==> config.mk <==
export PLATFORM = sky130hd
export DESIGN_NAME = flash_audio_streamer
export DESIGN_NICKNAME = d
export VERILOG_FILES = /design/src/rtl/flash_audio_streamer_pkg.sv /design/src/rtl/flash_audio_streamer_codec_writer.sv /design/src/rtl/flash_audio_streamer.sv
export SDC_FILE = /design/constraint.sdc
export NUM_CORES = 1
export LEC_CHECK = 0
export ABC_AREA = 1
export BUFFER_PORTS_ARGS = -buffer_cell sky130_fd_sc_hd__buf_2
export CAP_MARGIN = 20
export CORE_ASPECT_RATIO = 1.2
export CORE_MARGIN = 5
export CORE_UTILIZATION = 53
export DETAILED_ROUTE_END_ITERATION = 8
export PLACE_DENSITY_LB_ADDON = 0.15
export SYNTH_ARGS = -nofsm -noshare
export SYNTH_HDL_FRONTEND = slang
export SYNTH_SLANG_ARGS = --single-unit
==> constraint.sdc <==
create_clock -name clk -period 2.65 [get_ports clk]
set_clock_uncertainty 0.2 [all_clocks]
set_input_delay 0.265 -clock clk [delete_from_list [all_inputs] [get_ports clk]]
set_output_delay 0.265 -clock clk [all_outputs]
set_load 0.01 [all_outputs]
==> src/rtl/flash_audio_streamer_pkg.sv <==
// -----------------------------------------------------------------------------
// audio_stream_pkg
// Shared definitions for the flash-to-codec playback engine:
//   - state_e     : playback FSM states
//   - MODE_*      : playback speed encodings of the 2-bit mode input
//   - scale()     : signed arithmetic attenuation of one 16-bit sample
// -----------------------------------------------------------------------------
package audio_stream_pkg;

    typedef enum logic [2:0] {
        IDLE = 3'd0,
        REQ  = 3'd1,
        DATA = 3'd2,
        WR   = 3'd3,
        WLOW = 3'd4,
        NEXT = 3'd5
    } state_e;

    // 2'b11 is treated as normal speed as well
    localparam logic [1:0] MODE_NORMAL = 2'b00;
    localparam logic [1:0] MODE_FAST   = 2'b01;
    localparam logic [1:0] MODE_SLOW   = 2'b10;

    // Floor division by 2**shift with sign extension, so small negative
    // samples saturate at -1 rather than rounding towards zero.
    function automatic logic [15:0] scale(input logic [15:0] sample,
                                          input int unsigned shift);
        logic signed [15:0] s;
        s = $signed(sample);
        return 16'(s >>> shift);
    endfunction

endpackage

==> src/rtl/flash_audio_streamer_codec_writer.sv <==
// -----------------------------------------------------------------------------
// codec_writer
// Owns the codec write handshake for one frame at a time. When frame_valid
// and write_ready are both seen, the frame is registered and write_s raised;
// write_s and the data are then held until write_ready is seen low, at which
// point write_s drops and frame_accepted pulses for the owning FSM.
//   clk, rst_n       : clock, asynchronous active-low reset
//   frame_valid      : a frame is offered (main FSM in WR)
//   frame_left/right : frame offered
//   write_ready      : codec FIFO can accept
//   frame_taken      : comb, handshake starts this cycle
//   frame_accepted   : comb, handshake completes this cycle
//   write_s          : registered codec write strobe
//   writedata_*      : registered frame data
// -----------------------------------------------------------------------------
module codec_writer
    import audio_stream_pkg::*;
(
    input  logic        clk,
    input  logic        rst_n,
    input  logic        frame_valid,
    input  logic [15:0] frame_left,
    input  logic [15:0] frame_right,
    input  logic        write_ready,
    output logic        frame_taken,
    output logic        frame_accepted,
    output logic        write_s,
    output logic [15:0] writedata_left,
    output logic [15:0] writedata_right
);

    logic        write_s_q, write_s_d;
    logic [15:0] left_q, left_d;
    logic [15:0] right_q, right_d;

    // Handshake sequencing; write_s_q doubles as the "frame in flight" flag.
    always_comb begin
        write_s_d      = write_s_q;
        left_d         = left_q;
        right_d        = right_q;
        frame_taken    = 1'b0;
        frame_accepted = 1'b0;
        if (write_s_q) begin
            if (!write_ready) begin
                write_s_d      = 1'b0;
                frame_accepted = 1'b1;
            end else begin
                write_s_d = 1'b1;
            end
        end else begin
            if (frame_valid && write_ready) begin
                write_s_d   = 1'b1;
                left_d      = frame_left;
                right_d     = frame_right;
                frame_taken = 1'b1;
            end else begin
                write_s_d = 1'b0;
            end
        end
    end

    // Strobe and data registers.
    always_ff @(posedge clk or negedge rst_n) begin
        if (!rst_n) begin
            write_s_q <= 1'b0;
            left_q    <= 16'h0000;
            right_q   <= 16'h0000;
        end else begin
            write_s_q <= write_s_d;
            left_q    <= left_d;
            right_q   <= right_d;
        end
    end

    assign write_s         = write_s_q;
    assign writedata_left  = left_q;
    assign writedata_right = right_q;

endmodule

==> src/rtl/flash_audio_streamer.sv <==
// -----------------------------------------------------------------------------
// flash_audio_streamer
// Fetches 32-bit words from flash over Avalon-MM in the window
// [START_ADDR, END_ADDR], splits each word into mono samples or a stereo
// frame, attenuates by VOL_SHIFT and hands frames to the codec writer.
// Normal, double and half speed are selected per word through mode.
//   clk, rst_n               : clock, asynchronous active-low reset
//   enable                   : play while high, stop at the next word boundary
//   mode                     : 00/11 normal, 01 double, 10 half speed
//   flash_mem_*              : Avalon-MM read master (one read outstanding)
//   write_ready / write_s    : codec handshake
//   writedata_left/right     : codec frame
//   busy                     : not idle
//   done                     : end of window (pulse if LOOP, sticky otherwise)
// -----------------------------------------------------------------------------
module flash_audio_streamer
    import audio_stream_pkg::*;
#(
    parameter int unsigned ADDR_W     = 23,
    parameter int unsigned START_ADDR = 0,
    parameter int unsigned END_ADDR   = 1048575,
    parameter int unsigned VOL_SHIFT  = 6,
    parameter int unsigned STEREO     = 0,
    parameter int unsigned LOOP       = 1
) (
    input  logic              clk,
    input  logic              rst_n,
    input  logic              enable,
    input  logic [1:0]        mode,
    output logic              flash_mem_read,
    input  logic              flash_mem_waitrequest,
    output logic [ADDR_W-1:0] flash_mem_address,
    output logic [3:0]        flash_mem_byteenable,
    input  logic [31:0]       flash_mem_readdata,
    input  logic              flash_mem_readdatavalid,
    input  logic              write_ready,
    output logic              write_s,
    output logic [15:0]       writedata_left,
    output logic [15:0]       writedata_right,
    output logic              busy,
    output logic              done
);

    localparam logic [ADDR_W-1:0] START_A = ADDR_W'(START_ADDR);
    localparam logic [ADDR_W:0]   END_EXT = (ADDR_W + 1)'(END_ADDR);

    state_e            state_q, state_d;
    logic [ADDR_W-1:0] addr_q, addr_d;
    logic              read_q, read_d;
    logic              busy_q, busy_d;
    logic              done_q, done_d;
    logic [1:0]        mode_q, mode_d;
    logic [15:0]       s0_q, s0_d;
    logic [15:0]       s1_q, s1_d;
    logic [1:0]        idx_q, idx_d;

    logic              is_fast_s, is_slow_s;
    logic [1:0]        last_idx_s;
    logic              last_frame_s;
    logic [ADDR_W:0]   step_ext_s, next_ext_s;
    logic              word_last_s;
    logic [15:0]       frame_left_s, frame_right_s;
    logic              frame_valid_s, frame_taken_s, frame_accepted_s;

    assign is_fast_s = (mode_q == MODE_FAST);
    assign is_slow_s = (mode_q == MODE_SLOW);

    // Frames per word minus one, and which frame is presented next.
    always_comb begin
        last_idx_s    = 2'd0;
        frame_left_s  = s0_q;
        frame_right_s = s1_q;
        if (STEREO != 0) begin
            last_idx_s    = is_slow_s ? 2'd1 : 2'd0;
            frame_left_s  = s0_q;
            frame_right_s = s1_q;
        end else begin
            if (is_slow_s) begin
                last_idx_s = 2'd3;
            end else if (is_fast_s) begin
                last_idx_s = 2'd0;
            end else begin
                last_idx_s = 2'd1;
            end
            // Half speed repeats each sample, so the sample index is idx/2.
            if (is_slow_s ? idx_q[1] : idx_q[0]) begin
                frame_left_s  = s1_q;
                frame_right_s = s1_q;
            end else begin
                frame_left_s  = s0_q;
                frame_right_s = s0_q;
            end
        end
    end

    assign last_frame_s = (idx_q == last_idx_s);

    // Double speed skips a word; the window end is detected on the address
    // that would be fetched next, so a +2 step past END_ADDR also ends it.
    assign step_ext_s  = is_fast_s ? {{(ADDR_W - 1){1'b0}}, 2'b10}
                                   : {{ADDR_W{1'b0}}, 1'b1};
    assign next_ext_s  = {1'b0, addr_q} + step_ext_s;
    assign word_last_s = (next_ext_s > END_EXT);

    assign frame_valid_s = (state_q == WR) && enable;

    // State register.
    always_ff @(posedge clk or negedge rst_n) begin
        if (!rst_n) begin
            state_q <= IDLE;
        end else begin
            state_q <= state_d;
        end
    end

    // Next-state logic.
    always_comb begin
        state_d = state_q;
        case (state_q)
            IDLE: begin
                // A sticky done blocks restart until enable has been lowered.
                if (enable && !done_q) begin
                    state_d = REQ;
                end else begin
                    state_d = IDLE;
                end
            end
            REQ: begin
                if (!flash_mem_waitrequest) begin
                    state_d = DATA;
                end else begin
                    state_d = REQ;
                end
            end
            DATA: begin
                if (flash_mem_readdatavalid) begin
                    state_d = WR;
                end else begin
                    state_d = DATA;
                end
            end
            WR: begin
                // Remaining frames of the word are dropped once enable falls.
                if (!enable) begin
                    state_d = NEXT;
                end else if (frame_taken_s) begin
                    state_d = WLOW;
                end else begin
                    state_d = WR;
                end
            end
            WLOW: begin
                if (frame_accepted_s) begin
                    state_d = last_frame_s ? NEXT : WR;
                end else begin
                    state_d = WLOW;
                end
            end
            NEXT: begin
                if (word_last_s) begin
                    state_d = ((LOOP != 0) && enable) ? REQ : IDLE;
                end else begin
                    state_d = enable ? REQ : IDLE;
                end
            end
            default: begin
                state_d = IDLE;
            end
        endcase
    end

    // Output and datapath next values; every output is registered from these.
    always_comb begin
        addr_d = addr_q;
        mode_d = mode_q;
        s0_d   = s0_q;
        s1_d   = s1_q;
        idx_d  = idx_q;
        read_d = (state_d == REQ);
        busy_d = (state_d != IDLE);
        done_d = (LOOP != 0) ? 1'b0 : (done_q && enable);
        case (state_q)
            IDLE: begin
                addr_d = START_A;
            end
            REQ: begin
                mode_d = mode;
            end
            DATA: begin
                if (flash_mem_readdatavalid) begin
                    s0_d  = scale(flash_mem_readdata[15:0], VOL_SHIFT);
                    s1_d  = scale(flash_mem_readdata[31:16], VOL_SHIFT);
                    idx_d = 2'd0;
                end else begin
                    idx_d = idx_q;
                end
            end
            WLOW: begin
                if (frame_accepted_s && !last_frame_s) begin
                    idx_d = idx_q + 2'd1;
                end else begin
                    idx_d = idx_q;
                end
            end
            NEXT: begin
                if (word_last_s) begin
                    done_d = 1'b1;
                    addr_d = START_A;
                end else if (state_d == REQ) begin
                    addr_d = next_ext_s[ADDR_W-1:0];
                end else begin
                    addr_d = START_A;
                end
            end
            default: begin
                addr_d = addr_q;
            end
        endcase
    end

    // Datapath and output registers.
    always_ff @(posedge clk or negedge rst_n) begin
        if (!rst_n) begin
            addr_q <= START_A;
            read_q <= 1'b0;
            busy_q <= 1'b0;
            done_q <= 1'b0;
            mode_q <= MODE_NORMAL;
            s0_q   <= 16'h0000;
            s1_q   <= 16'h0000;
            idx_q  <= 2'd0;
        end else begin
            addr_q <= addr_d;
            read_q <= read_d;
            busy_q <= busy_d;
            done_q <= done_d;
            mode_q <= mode_d;
            s0_q   <= s0_d;
            s1_q   <= s1_d;
            idx_q  <= idx_d;
        end
    end

    codec_writer u_codec_writer (
        .clk             (clk),
        .rst_n           (rst_n),
        .frame_valid     (frame_valid_s),
        .frame_left      (frame_left_s),
        .frame_right     (frame_right_s),
        .write_ready     (write_ready),
        .frame_taken     (frame_taken_s),
        .frame_accepted  (frame_accepted_s),
        .write_s         (write_s),
        .writedata_left  (writedata_left),
        .writedata_right (writedata_right)
    );

    assign flash_mem_read       = read_q;
    assign flash_mem_address    = addr_q;
    assign flash_mem_byteenable = 4'b1111;
    assign busy                 = busy_q;
    assign done                 = done_q;

endmodule

Yosys cells after proc, flatten, opt, wreduce, memory -nomap -nowiden
Cells that the tools add are included.

word-level totals
  register bits = 70
  latch bits = 0
  bits in writable memories = 0
  ROM bits = 0
  bits of input ports = 40
  word-level logic and storage cells = 67
  memories kept = 0

cells by class
  $add $sub $neg = 2
  multiply operators = 0
  divide/modulo/power cells = 0
  $lt $le $gt $ge = 1
  equal/unequal tests = 11
  shift operators = 0
  mux-type cells = 28
  bitwise gates (word level) = 1
  reductions and logical operators = 13

operators with widths
  kind                  number
  $mux 23               2
  $pmux 23 s2           1
  $add 23x2->24         1
  $gt 24x20->1 const B  1
  $pmux 3 s6            1
  $mux 16               1
  $mux 1                13
  $mux 3                4
  $mux 2                5
  $eq 3x1->1 const B    2
  $eq 3x2->1 const B    2
  $eq 3x3->1 const B    2
  $logic_and 1x1->1     4
  $ne 2x2->1 const B    2
  $pmux 2 s2            1
  $reduce_and 2->1      2
  $reduce_bool 2->1     2
  $logic_not 3->1       1
  $reduce_and 3->1      1
  $reduce_bool 3->1     1
  $add 2x1->2 const B   1
  $eq 2x1->1 const B    1
  $eq 2x2->1            1
  $eq 2x2->1 const B    1
  other kinds (2)       3

Logic depth before layout (Yosys ltp)
  word-level depth = 12
  gate-level depth with buffers = 15
  gate-level depth less buffers = 14

By module
A second synthesis with hierarchy kept.

unflattened totals
  cells, all modules = 579
  area, all modules = 4635.7 um^2

modules (own cells, without submodules)
  module                instances  cells an instance  area an instance (um^2)  seq. area each (um^2)
  flash_audio_streamer  1          430                3236.9                   1326.3
  codec_writer          1          149                1398.8                   825.8

Least setup slack after synthesis
No wires, ideal clock.

  kind = reg-to-reg
  start = register mode_q[1]
  end = register addr_q[14], in the netlist flash_mem_address[14]
  library setup time = 0.117 ns
  arrival = 1.906 ns
  required time = 2.333 ns
  setup slack = 0.428 ns
  cell stages (with the launch flop) = 16
  path buffers = 1
  cell sequence = dfrtp_1 inv_1 nand2_1 ha_1 fa_1 nand2_2 nor2_2 nand2_1 nand2_1 nand2_1 clkinv_1 nand2_4 nor2_8 buf_12 nand3_2 nand2_1

between the ends
  cells in the longest elaborated chain, start to end = 11
  elaborated cells on any way between the ends = 15

RTL lines
  element                                                line                         source
  start, declared                                        flash_audio_streamer.sv:52   logic [1:0] mode_q, mode_d;
  start signal, assigned                                 flash_audio_streamer.sv:237  mode_q <= mode_d;
  branches (longest 9 deep; another with $add 23x2->24)  --
  $mux 23 (*)                                            flash_audio_streamer.sv:206  if (word_last_s) begin
  $pmux 23 s2 (*)                                        flash_audio_streamer.sv:182  case (state_q)
  end signal, assigned                                   flash_audio_streamer.sv:233  addr_q <= addr_d;
  end, declared                                          flash_audio_streamer.sv:48   logic [ADDR_W-1:0] addr_q, addr_d;

Every way passes the cells marked *.
A chain may end at the register's enable or synchronous reset.

Final worst setup path
  start = register mode_q[1]
  end = register addr_q[17], in the netlist flash_mem_address[17]

Same word-level chain as after synthesis.

==> out/metrics.cfg <==
[status]
status=complete, no violations

[global_routing]
grt_first_pass_wirelength_um=14800
grt_overflow_total=0
grt_pass1_vias=3276
antenna_found_initial=0
grt_max_degree=41
grtUsageTotal_pct=21.1

[sta]
fin_tns_setup_ns=0
slew_headroom_pct=46.4
fin_ws_ns=0.230
fin_crit_sh_pct=91.3
holdWs_ns=0.00513
rsz0062_at_grt=no
setup_violations=0
hold_viol_final=0
fmaxAchievable_mhz=413
tightest_slew_ns=0.801
min_period_ns=2.42
drv_slew=0

[die]
die_w_um=86.6
die_y_um=102
num_io_pins=103
core_area_um2=6850
start_util_pct=54.4
dieArea_um2=8820
rows=33

[setup_path]
slowest_delay_ns=0.38
crit_type=reg2reg
critPathSlowestCell=dfrtp_1
critical_path_arrival_ns=2.45
crit_family=simple AND/OR/NAND/NOR gates
crit_top_cell=nand2_1
endpoint_kind=flop
crit_chain=inv_1, nand2_1, ha_1, fa_2, nand2_2, nor2_4, nand2_1, nand2_1, nand2_1, clkinv_1, nand2_4, nor2_4, buf_12, nand3_2, nand2_1
startpoint_type=flop
crit_fanout=8
worst-path-buf-inv=3
critPathRequiredTime_ns=2.68

[clock_network]
clkLatencyLatePin_ns=0.34
root_buffer=clkbuf_8
cts_num_sinks=64
cts_tree=built
tritoncts.num_buffers=9
cts_max_path_buffers=2
h-tree-depth=3
clk_pin_slew_ns=0.07

[synth]
synth_compound_area_share_pct=5.26
synth_cell_types=33
yosys_warnings=0
yosys.area_share.simple_pct=36.1
synth_edf_count=0
synth_mux_area_share_pct=0
async_reset_ff_share_pct=100
synth-seq-area-share_pct=42.9
synthFlopType=dfrtp_1
yosys.area_share.xor_xnor_pct=3.29
synth_area_um2=3730
synth_top_family_by_area=simple AND/OR/NAND/NOR gates
synth_cells=486
synth_seq_cells=64
avgSynthCellArea_um2=7.68
synthAdderAreaFrac_pct=1.21

[drt]
ant_nets=0
vias=3352
detail_route.vias_per_cell=5.00
drt-initial-drc-count=223
wl_per_cell_um=13.4
drc=0
drt_first_pass_iters=4
routed_wl_um=9010

[final_layout]
multiInputGateArea_um2=1750
nets=622
final_common_cell=nand2_1
finish.utilization_pct=66.2
drive_above_1_share_pct=25.3
final_cells=671
mostFrequentLayoutCells=nand2_1 (167), buf_2 (86), dfrtp_1 (64), nor2_1 (60), inv_1 (37)
n_antenna_cell=0
regArea_um2=1600
nFillCells=618
area_growth_pct=21.6

[placed_design]
port_buffers=86
placed_cells=632
gp_congestion=0.850
hpwl_um=6180
dp_slack_ns=0.206

[power]
p_leak_nw=2.36
power_density_nw_per_um2=844
peakVddDrop_mv=0.668

[flow_run]
cap_violations=0

[min_path]
hold_class=in2reg

[routing by layer]
metal / global-route usage (%) / share of wire, % / wire (um)
met1: 25.3 / 41 / 3650
met2: 36.5 / 52 / 4700
met3: 5.40 / 5.5 / 496
met4: 8.27 / 1.7 / 155
met5: 0 / 0 / 0
[metrics by stage]
stage                     power [mW]  cell area [um^2]
after CTS                       3.85              4500
after floorplan                 2.63              3740
after detailed placement        2.98              4090
final                           3.83              4540
after global routing            4.11              4540
after global placement          2.95              4090
[registers in the layout (all words and copies together), names as in the netlist]
register / cells
u_codec_writer.write_s: 1
u_codec_writer.writedata_left: 10
s1_q: 10
flash_mem_read: 1
s0_q: 10
busy: 1
done: 1
idx_q: 2
state_q: 3
mode_q: 2
flash_mem_address: 23
[cell type report]
| class | count | share of cell area, % |
|---|---|---|
| multi-input cells | 347 | 38.5 |
| clock buffers | 9 | 2.73 |
| repair buffers | 115 | 16.0 |
| clock inverters | 7 | 1.60 |
| well taps | 87 | 2.40 |
| flip-flops and latches | 64 | 35.3 |
| inverters | 42 | 3.48 |
[power by group]
part,leakage (nW),switching (mW),internal [mW],total (mW)
registers,0.831,0.205,1.26,1.47
logic,1.43,0.991,0.535,1.53
clock network,0.0952,0.399,0.434,0.833
total,2.36,1.59,2.23,3.83
[worst paths after layout]
| kind | from | to | slack (ns) | cells after the start |
|---|---|---|---|---|
| max in group asynchronous | rst_n | s1_q[1]$_DFFE_PN0P_ | 1.38 | 3 |
| worst min-delay path | mode[0] | mode_q[0]$_DFFE_PN0P_ | 0.005 | 3 |
| worst min register to register | s0_q[3]$_DFFE_PN0P_ | s0_q[3]$_DFFE_PN0P_ | 0.28 | 2 |
| min in group asynchronous | rst_n | flash_mem_address[18]$_DFFE_PN0P_ | 0.25 | 2 |
| worst max-delay path | mode_q[1]$_DFFE_PN0P_ | flash_mem_address[17]$_DFFE_PN0P_ | 0.23 | 15 |
| worst max register to register | mode_q[1]$_DFFE_PN0P_ | flash_mem_address[17]$_DFFE_PN0P_ | 0.23 | 15 |
[logic make-up after synthesis]
kind of cell,count (synthesis)
other,1
flip-flops,64
XOR/XNOR,14
AO/OA/AOI/OAI,32
adder cells (fa/ha/maj),3
buffers and inverters,79
AND/OR/NAND/NOR,293
[repair_timing]
action / in CTS / in global routing
hold buffers: 21 / 0
endpoints found under the setup margin: 0 / 15
endpoints found under the hold margin: 44 / 0
buffers inserted: 0 / 1
gates resized for setup: 0 / 2
[cell usage after synthesis (2+ instances only)]
| cell | instances | share of area [%] |
|---|---|---|
| nor2_4 | 3 | 0.91 |
| clkbuf_1 | 9 | 0.91 |
| nand3_2 | 11 | 3.0 |
| xor2_1 | 9 | 2.1 |
| dfrtp_1 | 64 | 43 |
| nand3_1 | 24 | 3.2 |
| nor2_2 | 5 | 0.84 |
| o21bai_1 | 5 | 1.0 |
| nand2_1 | 167 | 17 |
| clkinv_1 | 2 | 0.20 |
| inv_1 | 37 | 3.7 |
| o22ai_1 | 2 | 0.34 |
| nand4_1 | 4 | 0.67 |
| a21oi_1 | 7 | 0.94 |
| nand2_2 | 7 | 1.2 |
| ha_1 | 2 | 0.67 |
| inv_2 | 3 | 0.30 |
| nor2_8 | 2 | 1.1 |
| nor2_1 | 60 | 6.0 |
| a31oi_1 | 11 | 1.8 |
| xnor2_1 | 5 | 1.2 |
| nor3_1 | 4 | 0.54 |
| o21ai_0 | 6 | 0.80 |
| buf_4 | 27 | 5.4 |
| nand2_4 | 2 | 0.60 |
[tightest hold or removal path, delay by kind of cell]
| kind | cells | cell delay [ns] |
|---|---|---|
| AO/OA/AOI/OAI | 1 | 0.05 |
| buffers and inverters | 1 | 0.10 |
| AND/OR/NAND/NOR | 1 | 0.09 |
Power figures use the tool's default switching activity.
